==> src/rtl/mips_mc_ctrl.sv <==
// Multi-cycle MIPS controller: sequences fetch/decode/execute/memory/write-back over a shared ALU and one memory port.
// Optional build macro MC_CTRL_PERF_EN adds perf_cycles/perf_instr counters.
module mips_mc_ctrl #(
  parameter int unsigned MEM_TIMEOUT = 15
) (
  input  logic       clk,
  input  logic       reset,
  input  logic [5:0] Option,
  input  logic [5:0] Function,
  input  logic       Zero,
  input  logic       mem_ready,
  output logic       PCWrite,
  output logic [1:0] PCSrc,
  output logic       IorD,
  output logic       MemRead,
  output logic       MemWrite,
  output logic       IRWrite,
  output logic [1:0] Regdst,
  output logic [1:0] MemtoReg,
  output logic       Regwrite,
  output logic       ALUSrcA,
  output logic [1:0] ALUSrcB,
  output logic [2:0] ALUOp,
  output logic [1:0] Sign,
  output logic       illegal,
  output logic       halted,
  output logic [3:0] state
`ifdef MC_CTRL_PERF_EN
  ,
  output logic [31:0] perf_cycles,
  output logic [31:0] perf_instr
`endif
);

  localparam int unsigned CNT_W = (MEM_TIMEOUT == 0) ? 1 : $clog2(MEM_TIMEOUT + 1);
  localparam logic [CNT_W-1:0] CNT_LIMIT = CNT_W'(MEM_TIMEOUT);

  localparam logic [5:0] OP_RTYPE = 6'h00;
  localparam logic [5:0] OP_J     = 6'h02;
  localparam logic [5:0] OP_JAL   = 6'h03;
  localparam logic [5:0] OP_BEQ   = 6'h04;
  localparam logic [5:0] OP_ORI   = 6'h0d;
  localparam logic [5:0] OP_LUI   = 6'h0f;
  localparam logic [5:0] OP_LW    = 6'h23;
  localparam logic [5:0] OP_SW    = 6'h2b;
  localparam logic [5:0] FN_SLL   = 6'h00;
  localparam logic [5:0] FN_JR    = 6'h08;
  localparam logic [5:0] FN_ADDU  = 6'h21;
  localparam logic [5:0] FN_SUBU  = 6'h23;

  localparam logic [2:0] ALU_ADD = 3'b000;
  localparam logic [2:0] ALU_SUB = 3'b001;
  localparam logic [2:0] ALU_OR  = 3'b010;
  localparam logic [2:0] ALU_LUI = 3'b011;

  typedef enum logic [3:0] {
    S_FETCH  = 4'd0,
    S_DECODE = 4'd1,
    S_MEMADR = 4'd2,
    S_MEMRD  = 4'd3,
    S_MEMWB  = 4'd4,
    S_MEMWR  = 4'd5,
    S_EXEC   = 4'd6,
    S_ALUWB  = 4'd7,
    S_BRANCH = 4'd8,
    S_JUMP   = 4'd9,
    S_HALT   = 4'd15
  } st_e;

  st_e             state_q, state_d;
  logic [CNT_W-1:0] cnt_q, cnt_d;
  logic            timeout;
  logic            is_rtype, is_alu_r, is_subu, is_jr, is_jal, is_j;
  logic            is_beq, is_ori, is_lui, is_lw, is_sw;

  // Instruction classification from the IR fields
  assign is_rtype = (Option == OP_RTYPE);
  assign is_alu_r = is_rtype && ((Function == FN_ADDU) || (Function == FN_SUBU) || (Function == FN_SLL));
  assign is_subu  = is_rtype && (Function == FN_SUBU);
  assign is_jr    = is_rtype && (Function == FN_JR);
  assign is_j     = (Option == OP_J);
  assign is_jal   = (Option == OP_JAL);
  assign is_beq   = (Option == OP_BEQ);
  assign is_ori   = (Option == OP_ORI);
  assign is_lui   = (Option == OP_LUI);
  assign is_lw    = (Option == OP_LW);
  assign is_sw    = (Option == OP_SW);

  // A ready arriving at the limit wins, so timeout requires mem_ready low
  assign timeout = (MEM_TIMEOUT != 0) && (cnt_q == CNT_LIMIT) && !mem_ready;
  assign state   = 4'(state_q);

  always_ff @(posedge clk) begin
    if (!reset) begin
      state_q <= S_FETCH;
      cnt_q   <= '0;
    end else begin
      state_q <= state_d;
      cnt_q   <= cnt_d;
    end
  end

  // Wait counter restarts on every state change, counts stalled memory cycles
  always_comb begin
    cnt_d = cnt_q;
    if (state_d != state_q) begin
      cnt_d = '0;
    end else if (((state_q == S_FETCH) || (state_q == S_MEMRD) || (state_q == S_MEMWR)) && !mem_ready) begin
      cnt_d = cnt_q + CNT_W'(1);
    end
  end

  always_comb begin
    state_d  = state_q;
    PCWrite  = 1'b0;
    PCSrc    = 2'b00;
    IorD     = 1'b0;
    MemRead  = 1'b0;
    MemWrite = 1'b0;
    IRWrite  = 1'b0;
    Regdst   = 2'b00;
    MemtoReg = 2'b00;
    Regwrite = 1'b0;
    ALUSrcA  = 1'b0;
    ALUSrcB  = 2'b00;
    ALUOp    = ALU_ADD;
    Sign     = 2'b00;
    illegal  = 1'b0;
    halted   = 1'b0;
    case (state_q)
      S_FETCH: begin
        MemRead = 1'b1;
        // Gated by reset so the reset-held outputs stay quiet
        if (mem_ready && reset) begin
          IRWrite = 1'b1;
          PCWrite = 1'b1;
          ALUSrcB = 2'b01;
          state_d = S_DECODE;
        end else if (timeout) begin
          state_d = S_HALT;
        end
      end
      S_DECODE: begin
        ALUSrcB = 2'b11;
        Sign    = 2'b01;
        if (is_lw || is_sw) begin
          state_d = S_MEMADR;
        end else if (is_alu_r || is_ori || is_lui) begin
          state_d = S_EXEC;
        end else if (is_beq) begin
          state_d = S_BRANCH;
        end else if (is_j || is_jal || is_jr) begin
          state_d = S_JUMP;
        end else begin
          illegal = 1'b1;
          state_d = S_FETCH;
        end
      end
      S_MEMADR: begin
        ALUSrcA = 1'b1;
        ALUSrcB = 2'b10;
        Sign    = 2'b01;
        state_d = is_sw ? S_MEMWR : S_MEMRD;
      end
      S_MEMRD: begin
        MemRead = 1'b1;
        IorD    = 1'b1;
        if (mem_ready) begin
          state_d = S_MEMWB;
        end else if (timeout) begin
          state_d = S_HALT;
        end
      end
      S_MEMWB: begin
        Regwrite = 1'b1;
        MemtoReg = 2'b01;
        state_d  = S_FETCH;
      end
      S_MEMWR: begin
        MemWrite = 1'b1;
        IorD     = 1'b1;
        if (mem_ready) begin
          state_d = S_FETCH;
        end else if (timeout) begin
          state_d = S_HALT;
        end
      end
      S_EXEC: begin
        ALUSrcA = 1'b1;
        if (is_ori || is_lui) begin
          ALUSrcB = 2'b10;
          ALUOp   = is_lui ? ALU_LUI : ALU_OR;
        end else begin
          ALUOp = is_subu ? ALU_SUB : ALU_ADD;
        end
        state_d = S_ALUWB;
      end
      S_ALUWB: begin
        Regwrite = 1'b1;
        Regdst   = is_rtype ? 2'b01 : 2'b00;
        state_d  = S_FETCH;
      end
      S_BRANCH: begin
        ALUSrcA = 1'b1;
        ALUOp   = ALU_SUB;
        PCSrc   = 2'b01;
        PCWrite = Zero;
        state_d = S_FETCH;
      end
      S_JUMP: begin
        PCWrite = 1'b1;
        PCSrc   = is_jr ? 2'b11 : 2'b10;
        if (is_jal) begin
          Regwrite = 1'b1;
          Regdst   = 2'b10;
          MemtoReg = 2'b10;
        end
        state_d = S_FETCH;
      end
      S_HALT: begin
        halted = 1'b1;
      end
      default: begin
        state_d = S_FETCH;
      end
    endcase
  end

`ifdef MC_CTRL_PERF_EN
  logic instr_done;

  // An instruction retires when a completing state hands back to FETCH
  always_comb begin
    instr_done = 1'b0;
    if (state_d == S_FETCH) begin
      case (state_q)
        S_DECODE, S_MEMWB, S_MEMWR, S_ALUWB, S_BRANCH, S_JUMP: instr_done = 1'b1;
        default: instr_done = 1'b0;
      endcase
    end
  end

  always_ff @(posedge clk) begin
    if (!reset) begin
      perf_cycles <= '0;
      perf_instr  <= '0;
    end else begin
      if (state_q != S_HALT) perf_cycles <= perf_cycles + 32'd1;
      if (instr_done)        perf_instr  <= perf_instr + 32'd1;
    end
  end
`endif

endmodule

==> config.mk <==
export PLATFORM = sky130hd
export DESIGN_NAME = mips_mc_ctrl
export DESIGN_NICKNAME = d
export VERILOG_FILES = /design/src/rtl/mips_mc_ctrl.sv
export SDC_FILE = /design/constraint.sdc
export NUM_CORES = 1
export LEC_CHECK = 0
export BUFFER_PORTS_ARGS = -buffer_cell sky130_fd_sc_hd__clkbuf_2
export CELL_PAD_IN_SITES_DETAIL_PLACEMENT = 1
export CELL_PAD_IN_SITES_GLOBAL_PLACEMENT = 2
export CORE_MARGIN = 2
export CORE_UTILIZATION = 23
export CTS_BUF_LIST = sky130_fd_sc_hd__clkbuf_2
export DETAILED_ROUTE_END_ITERATION = 12
export PLACE_DENSITY = 0.84
export SYNTH_ARGS = -nofsm -noshare
export SYNTH_HDL_FRONTEND = slang
export SYNTH_SLANG_ARGS = --single-unit
==> constraint.sdc <==
create_clock -name clk -period 1.85 [get_ports clk]
set_clock_uncertainty 0.2 [all_clocks]
set_input_delay 0 -clock clk [delete_from_list [all_inputs] [get_ports clk]]
set_output_delay 0 -clock clk [all_outputs]
set_load 0.005 [all_outputs]
==> summary.md <==
| Metric | Value |
|---|---|
| Status | finished, violations left |
| Violated checks | negative setup slack |
| Share of cells above drive strength 1 | 54.9% |
| Critical path type | reg2reg |
| Yosys Warn Count | 0 |
| Cell variety after synth | 51 |
| Post-route ant nets | 0 |
| Post-synth top area cell | dfxtp_1 |
| Count of input and output buffers | 39 |
| RePlAce Congestion | 0.823 |
| Hpwl dp | 3460 um |
| Initial core utilization | 24.1% |
| Largest net degree at the start of global routing | 16 |
| Initial antenna violation count | 0 |
| Slowest stage cell, crit path | dfxtp_4 |
| Worst Path Buf+Inv | 3 |
| Nets@finish | 252 |
| Cells after Synth | 153 |
| Grt total ovfl | 0 |
| Post-Syn Area per Cell | 6.90 sq um |
| Min Clock Period, post-route | 1.98 ns |
| Area delta synth->final | 74.4% |
| Die X | 71.8 um |
| Residual DRC | 0 |
| Worst-Skew Late Latency | 0.25 ns |
| EDFF count, synth | 0 |
| Wire per inst | 17.1 um |
| Post-synthesis sequential area ratio | 15.2% |
| Vias per inst | 5.20 |
| Combinational share of power | 46.5% |
| Flop pwr share | 33.8% |
| Clock Power Share | 19.7% |
| Area of the die | 0.00515 sq mm |
| Top delay family on crit path | compound AO/OA/AOI/OAI gates |
| DP Area | 0.00153 sq mm |
| WL final | 4880 um |
| Tot GR Track Use | 16.5% |
| Most frequent cells after synthesis | 14 x nand2_1, 14 x nor3_1, 13 x a21oi_1 |
| Post-Syn Area | 0.00106 sq mm |
| Top cells by area, synth | dfxtp_1 15%, nor3_1 6.6%, a21oi_1 6.2% |
| Clock tree buffer depth | 2 |
| Crit end category | register |
| Cell-internal power | 0.352 mW |
| Critical Path AT | 1.91 ns |
| CTS tree | yes |
| Inserted Diodes | 0 |
| Yosys reg bits | 8 |
| Vias post-DR | 1481 |
| Hold WS | 0.0943 ns |
| Clock transition at path regs | 0.08 ns |
| Clock Tree Root | clkbuf_2 |
| Rows | 24 |
| First-pass DRT Iterations | 4 |
| PnR Total Power | 0.555 mW |
| I/O Pins | 42 |
| Clock H-tree levels | 1 |
| CP peak stage delay | 0.41 ns |
| Required time worst endpoint | 1.78 ns |
| Worst-path fanout max | 6 |
| Number of global-route vias before repair | 1478 |
| Synth top area share | 15.2% |
| Pre-CTS setup slack | -0.139 ns |
| Max-cap violations | 0 |
| Worst vdd ir | 0.109 mV |
| Leakage power | 0.816 nW |
| Tcrit/Tclk final | 107% |
| # setup viols final | 6 |
| Net Switching | 0.204 mW |
| Critical path launch point type | register |
| First-pass GRT wire length | 6960 um |
| CORE AREA | 0.00438 sq mm |
| Num CTS Buffers | 3 |
| Final Hold Fails | 0 |
| Hold WC Path Type | in2reg |
| Fmax | 0.504 GHz |
| Switching share of power | 36.7% |
| Power Dens Cells | 301 mW/mm^2 |
| Design Area, Final | 0.00184 sq mm |
| RSZ-0062 raised after global routing | true |
| Setup ws final | -0.133 ns |
| Chip Height | 71.8 um |
| Asr flop ratio synth | 0% |
| DR iter-0 viols | 72 |
| Final slew viol count | 0 |
| Critical Path, Cell by Cell | buf_6 > inv_6 > buf_4 > nand4_1 > o31ai_4 > a2111oi_4 > xnor2_2 > nor3_2 |
| Clock sinks | 8 |
| Dominant synthesized flop cell | dfxtp_1 |
[layout make-up]
type / instances / area (sq um)
clock buffers: 3 / 15.0
fillers: 549 / 2540
inverters: 7 / 31.3
multi-input cells: 128 / 970
flip-flops and latches: 8 / 170
well taps: 52 / 65.1
repair buffers: 87 / 591
[timing repair]
| item | CTS | global route |
|---|---|---|
| pin swaps | 11 | 13 |
| endpoints found under the setup margin | 13 | 12 |
| gates resized for setup | 16 | 31 |
| hold endpoints to repair | 4 | 0 |
| setup buffers | 5 | 8 |
| cloned | 0 | 0 |
| hold buffers | 1 | 0 |
[stage by stage]
step           util [%]  cells  setup TNS [ns]
6_report           42.0    285          -0.588
5_1_grt            42.0    285           -1.20
4_1_cts            37.8    278          -0.415
3_5_place_dp       34.9    269          -0.536
3_3_place_gp       34.9    269          -0.160
2_1_floorplan         -    154               0
[cell families after synthesis]
logic type,Yosys count,share of synthesized area (%)
and+or+nand+nor,79,42.1
muxes,1,0.948
adders and majority gates,1,1.18
other,1,0.355
AOI/OAI and AO/OA,40,26.7
xor gates and xnor gates,5,4.15
buffers and inverters,18,9.48
DFF,8,15.2
[registers in the layout (all words and copies together), names as in the netlist]
signal / cells
state: 4
cnt_q: 4
[path summary, 6_finish.rpt]
check,from,to,slack (ns),depth (start not counted)
min reg2reg,cnt_q[2]$_SDFFE_PP0P_,cnt_q[2]$_SDFFE_PP0P_,0.48,2
max,state[0]$_SDFF_PN0_,cnt_q[2]$_SDFFE_PP0P_,-0.13,8
min,Option[2],state[0]$_SDFF_PN0_,0.09,4
max reg2reg,state[0]$_SDFF_PN0_,cnt_q[2]$_SDFFE_PP0P_,-0.13,8
[power groups by stage]
stage,clock (mW),combinational (mW),sequential [mW]
floorplan,0,0.101,0.188
global placement,0,0.201,0.188
detailed placement,0,0.205,0.188
CTS,0.106,0.222,0.184
global route,0.123,0.280,0.188
finish,0.109,0.258,0.187
[cell usage in the layout (no fill, tap or decap), types with 6 or more instances in the layout]
cell type,synthesis,layout
clkbuf_2,0,40
nor2_1,12,12
buf_4,4,40
a21oi_1,13,12
buf_6,2,8
nor3_1,14,8
nand2_1,14,13
nor3_2,1,6
inv_1,6,6
[worst register-to-register path, cell delays in order, from the launching register on]
cell and delay [ns]:
dfxtp_4 0.41, buf_6 0.12, inv_6 0.04, buf_4 0.12
nand4_1 0.17, o31ai_4 0.12, a2111oi_4 0.38, xnor2_2 0.24
nor3_2 0.07
[routing by layer]
| layer | vias to the layer above | wire, um | part of all wire, % | GRT usage, % |
|---|---|---|---|---|
| li1 | 723 | - | - | - |
| met5 | - | 0 | 0 | 0 |
| met3 | 10 | 118 | 2.4 | 0.844 |
| met2 | 24 | 2620 | 54 | 29.6 |
| met4 | 0 | 85 | 1.7 | 2.52 |
| met1 | 724 | 2060 | 42 | 22.3 |
Note: power is estimated with default switching activity, not from simulation.
